[src/rtl/clock_enable_gen.sv]
// Multi-channel programmable clock-enable generator: per-channel tick/level outputs with
// wrap-synchronised divisor updates, a global run gate, phase-align clear and an LED heartbeat.
module clock_enable_gen #(
  parameter int N_CH    = 4,
  parameter int DIV_W   = 28,
  parameter int DIV_RST = 2,
  parameter int HB_W    = 28,
  parameter int LED_W   = 4,
  localparam int SEL_W  = (N_CH > 1) ? $clog2(N_CH) : 1
) (
  input  logic              clock_50,
  input  logic              reset,
  input  logic              run,
  input  logic              sync_clear,
  input  logic              div_wr,
  input  logic [SEL_W-1:0]  div_sel,
  input  logic [DIV_W-1:0]  div_value,
  output logic [N_CH-1:0]   ch_tick,
  output logic [N_CH-1:0]   ch_level,
  output logic [N_CH-1:0]   div_pending,
  output logic [LED_W-1:0]  led_clock
);

  localparam logic [DIV_W-1:0] DIV_RST_V = DIV_W'(DIV_RST);

  logic [HB_W-1:0] hb;

  always_ff @(posedge clock_50 or posedge reset) begin
    if (reset) hb <= '0;
    else       hb <= hb + HB_W'(1);
  end

  assign led_clock = hb[HB_W-1 -: LED_W];

  for (genvar i = 0; i < N_CH; i++) begin : g_ch
    logic [DIV_W-1:0] cnt;
    logic [DIV_W-1:0] div;
    logic [DIV_W-1:0] shadow;
    logic             tick_r;
    logic             level_r;
    logic             pend_r;
    logic             wr_hit;
    logic             at_end;
    logic             copy;

    // Selects at or above N_CH can never match a channel index, so such writes vanish.
    assign wr_hit = div_wr && (div_sel == SEL_W'(i));
    assign at_end = (div != '0) && (cnt == div - DIV_W'(1));
    // A disabled channel adopts its pending divisor at once; a running one only at its wrap.
    assign copy   = pend_r && ((div == '0) || (run && at_end));

    always_ff @(posedge clock_50 or posedge reset) begin
      if (reset) begin
        cnt     <= '0;
        div     <= DIV_RST_V;
        shadow  <= '0;
        tick_r  <= 1'b0;
        level_r <= 1'b0;
        pend_r  <= 1'b0;
      end else if (sync_clear) begin
        cnt     <= '0;
        tick_r  <= 1'b0;
        level_r <= 1'b0;
        pend_r  <= 1'b0;
        if (wr_hit) begin
          div    <= div_value;
          shadow <= div_value;
        end else if (pend_r) begin
          div <= shadow;
        end
      end else begin
        tick_r <= 1'b0;
        if (copy) begin
          div    <= shadow;
          pend_r <= 1'b0;
        end
        if (run && at_end) begin
          cnt     <= '0;
          tick_r  <= 1'b1;
          level_r <= ~level_r;
        end else if (run && (div != '0)) begin
          cnt <= cnt + DIV_W'(1);
        end
        // A write landing on the wrap edge waits for the following wrap.
        if (wr_hit) begin
          shadow <= div_value;
          pend_r <= 1'b1;
        end
      end
    end

    assign ch_tick[i]     = tick_r;
    assign ch_level[i]    = level_r;
    assign div_pending[i] = pend_r;
  end

endmodule

[config.mk]
export PLATFORM = sky130hd
export DESIGN_NAME = clock_enable_gen
export DESIGN_NICKNAME = d
export VERILOG_FILES = /design/src/rtl/clock_enable_gen.sv
export SDC_FILE = /design/constraint.sdc
export NUM_CORES = 1
export LEC_CHECK = 0
export CORE_AREA = 5 5 202 204
export DETAILED_ROUTE_END_ITERATION = 12
export DIE_AREA = 0 0 207 209
export GPL_ROUTABILITY_DRIVEN = 0
export PLACE_DENSITY = 0.77
export SETUP_SLACK_MARGIN = 0.4
export SYNTH_ARGS = -nofsm -noshare
export SYNTH_HDL_FRONTEND = slang
export SYNTH_SLANG_ARGS = --single-unit
[constraint.sdc]
create_clock -name clock_50 -period 11.2 [get_ports clock_50]
set_input_delay 1.12 -clock clock_50 [delete_from_list [all_inputs] [get_ports clock_50]]
set_output_delay 1.12 -clock clock_50 [all_outputs]
set_load 0.005 [all_outputs]
# Word level (Yosys, flattened, before mapping)

Index checks and enable logic that the tools add are counted.

Equality and inequality tests: 11
Reduce and logical (&&, ||, !) cells: 53
$add $sub $neg: 9
Bitwise operators: 4
Muxes and demuxes: 56

Operator list:

| operator                                                                | count |
|---|---|
| 28-bit 2-to-1 mux                                                       | 28 |
| 28-bit by 1-bit adder with 28-bit output, second input constant         | 5 |
| 28-bit equality test                                                    | 4 |
| 28-bit zero test                                                        | 4 |
| 28-bit nonzero test                                                     | 4 |
| 28-bit by 1-bit subtractor with 28-bit output, second input constant    | 4 |
| 1-bit 2-to-1 mux                                                        | 28 |
| 3-bit nonzero test                                                      | 8 |
| 1-bit logical AND                                                       | 20 |
| 2-bit nonzero test                                                      | 8 |
| 3-bit by 1-bit inequality test with 1-bit output, second input constant | 4 |
| 2-bit AND reduction                                                     | 4 |
| 2-bit equality test, second input constant                              | 2 |
| 1-bit logical OR                                                        | 4 |
| 1-bit NOT                                                               | 4 |
| 2-bit by 1-bit equality test with 1-bit output, second input constant   | 1 |
| 2-bit zero test                                                         | 1 |

Register bits: 376
Bits of input ports: 35
Word-level logic and storage cells: 158

# Longest topological paths before layout

Gate-level depths: netlist (run 1).

Depth after elaboration: 9
Gate-level depth with buffers: 15

# Least setup slack after synthesis (run 1)

No wires, ideal clock.

Path type: register -> register
Start point: reg g_ch[2].div[19]
End point: reg g_ch[2].div[10]
Slack: 7610 ps
Setup time: 125 ps
Cell stages (with the launch flop): 12
Clock period less this slack: 3590 ps
Data arrival time: 3465 ps
Buffers on the path: 2
Cells stage by stage: dfrtp_1 -> or4_1 -> buf_2 -> or4_1 -> a2111oi_0 -> o22ai_1 -> nor4_1 -> o2111ai_1 -> and2_4 -> o21ai_4 -> buf_12 -> mux2_4

Longest elaborated chain between the ends: 8

RTL lines:

| what                                          | line | source |
|---|---|---|
| from (decl)                                   | 37   | `logic [DIV_W-1:0] div;` |
| from (signal assigned)                        | 66   | `div <= div_value;` |
| from (signal assigned)                        | 69   | `div <= shadow;` |
| from (signal assigned)                        | 74   | `div <= shadow;` |
| 28-bit by 1-bit subtractor with 28-bit output | 48   | `assign at_end = (div != '0) && (cnt == div - DIV_W'(1));` |
| 28-bit equality test                          | 48   |  |
| 1-bit logical AND                             | 48   |  |
| 1-bit logical AND                             | 50   | `assign copy = pend_r && ((div == '0) \|\| (run && at_end));` |
| 1-bit logical OR (*)                          | 50   |  |
| 1-bit logical AND (*)                         | 50   |  |
| 2-bit nonzero test (no line) (*)              | --   |  |
| 2-bit AND reduction (no line) (*)             | --   |  |

Mark *: on every way between the ends. The rest lies on a longest branch, timed or not.
A chain may end at the register's enable or synchronous reset.

# Final worst setup path (run 1)

Start point: in run
End point: reg g_ch[2].div[20]

Longest elaborated chain between the ends: 5

RTL lines:

| what                          | line | source |
|---|---|---|
| from (decl)                   | 13   | `input logic run,` |
| 1-bit logical AND             | 50   |  |
| 1-bit logical OR              | 50   |  |
| 1-bit logical AND             | 50   |  |
| 2-bit nonzero test (no line)  | --   |  |
| 2-bit AND reduction (no line) | --   |  |

No other way between the ends.

==> metrics, run 1 <==
number of routed nets with antenna violations=0; maximum fanout along the worst path=28; # hold bufs at CTS=0; row count=73; vias per cell=slightly above 6; post-CTS sizing=0; fraction of registers with async set/reset=100.0%; Die Span X=207 um; core footprint=39090 um2; Seq pwr share=between 40% and 50%; syn avg cell area=9.518 um2; #FFs+latches synth=376; Switching Share=30.53%; die area=43260 um2; grt ovf=0; WS Path Type=input pin to flop; CTS root buf=clkbuf_16; minimum clock period=4.575 ns; Sw Pwr=between 0.001 and 0.0015 W; Clock power frac=about 35%; clk slew on worst S/H paths=roughly 0.06 ns; deepest clock path buffer count=3; Clock Skew=roughly 0.013 ns; starting density of the core=55.78%; sequential area share after synthesis=43.17%; Post-Syn Area=21800 um2; worst path cell trace=clkdlybuf4s50_1 > inv_1 > a31oi_1 > o211ai_1 > nor4_2 > o2111ai_1 > and2_4 > o21ai_4 > mux2_2; Port Buffers=50; Power Dens Cells=roughly 160 nW/um2; clock sinks=376; hold-critical path depth=1; cell family with most CP delay=compound AO/OA/AOI/OAI gates; most common cell after layout, fill and taps aside=nand2_1; busiest grt layer=met2; TritonCTS Buffers=40; routed len/inst=roughly 19 um; Setup Fix Bufs, Post-CTS=0; P_int=0.002672 W; grt met2 use=39.42%; crit start category=input pin; First-pass DRT Iterations=5; Final period util=40.85%; peak supply drop=0.0001158 V; Remaining DRCs=0; area delta synth->final=9.433%; Ports=51; Synth top area share=a little over two fifths; Ys Warns=0; Worst Setup SP=run; largest net degree at the start of global routing=198; top post-synthesis cells by area=dfrtp_1, nand2_1, mux2_2, xor2_1, xnor2_1; die height=209 um; Slowest-stage cell, CP=o21ai_4; TritonCTS clock tree=yes; R2R depth=12; initial antenna violation count=0; n_diodes=0; Final setup viols=0; area leader, netlist=dfrtp_1; Max Cap Viol=0; nets=approximately 2300; GRT Total Usage=24.72%; EDFF count, synth=0; number of H-tree levels=2; global-route wire length before repair=about 89 mm; synthesized netlist net count=2339; CP Capture Type=flop; number of global-route vias before repair=17310; run status=finished, final reports clean; Hold Path Origin=hb[0]; Worst R2R Start=g_ch[0].div[0]; Req. time, crit path=11.66 ns; Worst-Skew Late Latency=0.57 ns; Initial DRC Count=1459; most frequent cells in the layout=nand2_1, dfrtp_1, nor2_1; total leakage power=10.07 nW; Pwr Total=0.003845 W; Primary FF master, synth=dfrtp_1; routed via count=17390; RSZ-0062 raised after global routing=no; pin slew with the least headroom to its limit=between 1 and 1.5 ns; Mapped Cells=2291; grt met1 use=33.89%; HPWL after DPL=36.30 mm; routing usage on met3=3.273%; Stages on worst setup path=9; crit path buf inv count=2; Total Wirelength=approximately 54 mm; Slew headroom=between 10% and 20%; Arr. time, crit path=5.03 ns; max incr delay on CP=0.86 ns; Fin. Hold Viols=0; Comb pwr share=19.5%; Hold WC Path Type=flop to flop; highest clock rate=0.2186 GHz; fraction of layout cells with a size suffix above 1=11.39%; final setup TNS=0 ns; Cell variety after synth=83; Slew Viols, Final=0
## power by group through the flow
stage | logic [W] | clock network, W | registers (W)
4_1_cts | 0.000749 | 0.00139 | 0.00173
5_1_grt | 0.000828 | 0.00144 | 0.00176
2_1_floorplan | 0.000620 | 0 | 0.00166
3_3_place_gp | 0.000709 | 0 | 0.00173
6_report | 0.000751 | 0.00136 | 0.00173
3_5_place_dp | 0.000743 | 0 | 0.00175
## path summary, 6_finish.rpt
path	slack (ns)	endpoint
worst max-delay path	6.63	g_ch[2].div[20]
worst min-delay path	0.45	hb[0]
worst max register to register	6.65	g_ch[0].div[22]
worst min register to register	0.45	hb[0]
max in group asynchronous	8.39	g_ch[1].cnt[3]
min in group asynchronous	1.13	g_ch[3].shadow[18]
## layout make-up
cell class / count / area (um2)
Multi-Input combinational cell: 1722 / 11570
Clock inverter: 14 / 161.4
Timing Repair Buffer: 69 / 675.6
Inverter: 52 / 198.9
Sequential cell: 376 / 9414
Clock buffer: 58 / 1180
Tap cell: 525 / 656.9
Fill cell: 3311 / 15230
## through the flow
| stage | util (%) | hold slack, ns | instances | setup slack (ns) | area (um2) |
|---|---|---|---|---|---|
| floorplan | - | 0.4214 | 2291 | 5.033 | 21810 |
| global placement | 57.61 | 0.4435 | 2744 | 6.204 | 22520 |
| detailed placement | 57.61 | 0.4513 | 2744 | 6.058 | 22520 |
| CTS | 61.04 | 0.4604 | 2816 | 6.629 | 23860 |
| global route | 61.04 | 0.4875 | 2816 | 6.191 | 23860 |
| finish | 61.04 | 0.4530 | 2816 | 6.625 | 23860 |
## cell families (layout without fill, tap and decap cells)
group | after synthesis | after routing | share of synthesized area, %
AO/OA/AOI/OAI | 313 | 313 | 11.47
AND/OR/NAND/NOR | 964 | 964 | 21.35
adder cells (fa/ha/maj) | 13 | 13 | 0.7460
multiplexers | 163 | 163 | 8.561
flip-flops | 376 | 376 | 43.17
XOR/XNOR | 269 | 269 | 10.81
buffers and inverters | 193 | 193 | 3.896
## synth_stat cells, drive strengths merged (8+ instances only)
master / number
nand2b: 12
xnor2: 134
o21ai: 17
a31oi: 15
o211ai: 35
xor2: 135
and3: 46
nor2: 206
or4: 20
mux2: 134
and4: 17
buf: 49
mux2i: 29
ha: 13
clkbuf: 92
and2: 13
dfrtp: 372
a211oi: 9
nand3: 67
nor2b: 10
inv: 51
or2: 10
nor4b: 8
nor4: 37
nor3b: 9
a22oi: 27
nor3: 42
a22o: 87
nand4: 53
a21oi: 26
nand2: 378
a221o: 30
or3: 14
## flip-flops by register name (all words and copies together), names as in the netlist
signal / count
g_ch.level_r: 4
g_ch.cnt: 112
g_ch.shadow: 112
g_ch.pend_r: 4
hb: 28
g_ch.tick_r: 4
g_ch.div: 112
## routing by layer
layer | share of wire [%] | up-vias
met4 | 4.5 | 0
met2 | 45 | 616
met1 | 44 | 8588
met3 | 5.9 | 151
met5 | 0 | -
li1 | - | 8038
(Power assumes the default switching activity.)
==> run 2: changes to the inputs <==
Clock period 11.2 ns to 4 ns, I/O delays scaled along.
==> run 2 against run 1 <==
Against the previous run:
- final area up 3.2%
- clock skew up 0.0054 ns
- register-to-register slack got worse by 6.2 ns
- via count grew 2.2%
- utilization grew 2.0 points
- count of clock-buffer cells in the layout up 8
- final cell count increased by 2.0%
- critical path type is now flop to flop
- critical endpoint is now g_ch[2].div[26]
- largest power group unchanged
- highest routed layer unchanged
==> metrics, run 2 (synthesis results as in run 1) <==
Final Hold Slack=0.2829 ns (-0.1701 ns); grt ovf=0 (unchanged); peak supply drop=0.0003869 V (+230%); Final setup viols=0 (unchanged); number of H-tree levels=2 (unchanged); maximum fanout along the worst path=8 (-71%); minimum clock period=about 3.6 ns; highest clock rate=0.2782 GHz; Multi-input gate area=11760 um2 (+1.6%); Initial DRC Count=1509 (+3.4%); HPWL after DPL=38.21 mm (+5.3%); global-route wire length before repair=90.30 mm (+1.0%); Fillers=3204 (-3.2%); die height=209 um (unchanged); Power Dens Cells=452.0 nW/um2 (+180%); GRT Total Usage=25.08% (+0.36 points); total leakage power=10.41 nW (+3.4%); Design Area, Final=24630 um2 (+3.2%); Req. time, crit path=4.44 ns (-7.22 ns); Worst path most repeated cell=buf_12; Max Cap Viol=0 (unchanged); deepest clock path buffer count=3 (unchanged); CTS root buf=clkbuf_16; Clock Skew=0.01889 ns (+0.005433 ns); most frequent cells in the layout=nand2_1, dfrtp_1, nor2_1; fraction of layout cells with a size suffix above 1=14.75% (+3.4 points); Port Buffers=50 (unchanged); die area=43260 um2 (unchanged); max incr delay on CP=0.56 ns (-0.30 ns); # hold bufs at CTS=0 (unchanged); run status=finished, final reports clean; Reg area=9429 um2 (+0.16%); Slew Viols, Final=0 (unchanged); worst path cell trace=or4_1 > or4_4 > a2111oi_2 > nand3_1 > nor4_4 > o2111ai_2 > and2_4 > o21ai_4 > buf_12 > buf_12 > mux2_2; largest net degree at the start of global routing=77 (-61%); number of routed nets with antenna violations=0 (unchanged); cell family with most CP delay=simple AND/OR/NAND/NOR gates; TritonCTS Buffers=41 (+2.5%); cell area after placement=22840 um2 (+1.4%); WS Path Type=flop to flop; Worst-Skew Late Latency=0.57 ns (about the same); Ports=51 (unchanged); Fin. Hold Viols=0 (unchanged); nets=2362 (+2.3%); Arr. time, crit path=4.03 ns (-1.00 ns); Slew headroom=18.18% (+1.7 points); Final period util=about nine tenths; pin slew with the least headroom to its limit=1.222 ns (-0.02670 ns); crit path buf inv count=2 (unchanged); initial antenna violation count=0 (unchanged); clk slew on worst S/H paths=0.06 ns (about the same); Remaining DRCs=0 (unchanged); area delta synth->final=12.95%; First-pass DRT Iterations=6 (+1); vias per cell=6.189 (+0.20%); RSZ-0062 raised after global routing=no; CP Capture Type=flop; Die Span X=207 um (unchanged); Hold WC Path Type=input pin to asynchronous set/reset pin; crit start category=flop; number of global-route vias before repair=17080 (-1.3%); top flop regs=g_ch.cnt (112), g_ch.div (112), g_ch.shadow (112); core footprint=39090 um2 (unchanged); row count=73 (unchanged); Slowest-stage cell, CP=or4_1; routed via count=17770 (+2.2%); most common cell after layout, fill and taps aside=nand2_1; TritonCTS clock tree=yes; routed len/inst=19.55 um (+1.8%); starting density of the core=55.78% (unchanged); clock sinks=376 (unchanged); n_diodes=0 (unchanged); Total Wirelength=56.13 mm (+3.8%)
run 2: final timing paths:
kind                                      from                 end  slack, ns  cells past startpoint
worst max register to register  g_ch[2].div[0]     g_ch[2].div[26]       0.41                     11
worst max-delay path            g_ch[2].div[0]     g_ch[2].div[26]       0.41                     11
worst min register to register           hb[0]               hb[0]       0.47                      1
min in group clock_50                    hb[0]               hb[0]       0.47                      1
max in group asynchronous                reset      g_ch[3].cnt[6]       2.89                      3
worst min-delay path                     reset  g_ch[3].shadow[20]       0.28                      2
run 2: through the flow:
| stage | TNS, ns | setup WS (ns) | util (%) | total power [W] | cells |
|---|---|---|---|---|---|
| 2_1_floorplan | -538.47 | -1.447 | - | 0.006380 | 2291 |
| 3_3_place_gp | 0 | 0.3847 | 58.43 | 0.006935 | 2777 |
| 3_5_place_dp | 0 | 0.2512 | 58.43 | 0.007047 | 2777 |
| 4_1_cts | 0 | 0.4047 | 62.02 | 0.01097 | 2853 |
| 5_1_grt | 0 | 0.2956 | 63.00 | 0.01163 | 2871 |
| 6_report | 0 | 0.4051 | 63.00 | 0.01113 | 2871 |
run 2: cell type report:
type	instances	share of cell area [%]
multi-input cells	1722	47.74
well taps	525	2.667
clock inverters	9	0.5233
inverters	52	0.8078
clock buffers	66	5.045
flip-flops and latches	376	38.28
repair buffers	121	4.928
run 2: per-layer routing:
layer | up-vias | global-route usage [%] | part of all wire [%]
li1 | 8153 | - | -
met5 | - | 0 | 0
met2 | 642 | 39.54 | 46
met1 | 8828 | 35.39 | 44
met3 | 145 | 3.588 | 6.4
met4 | 0 | 9.758 | 3.8
run 2: what timing repair did:
action | 4_1_cts | 5_1_grt
setup buffers | 1 | 15
setup endpoints to repair | 79 | 218
pin swaps | 1 | 13
cloned | 0 | 3
gates resized for setup | 6 | 43
run 2: report_power, final:
group	internal, W	switching, W	total [W]
logic	0.00114	0.00126	0.00239
clock network	0.00232	0.00156	0.00388
registers	0.00426	0.000592	0.00485
total	0.00772	0.00341	0.0111
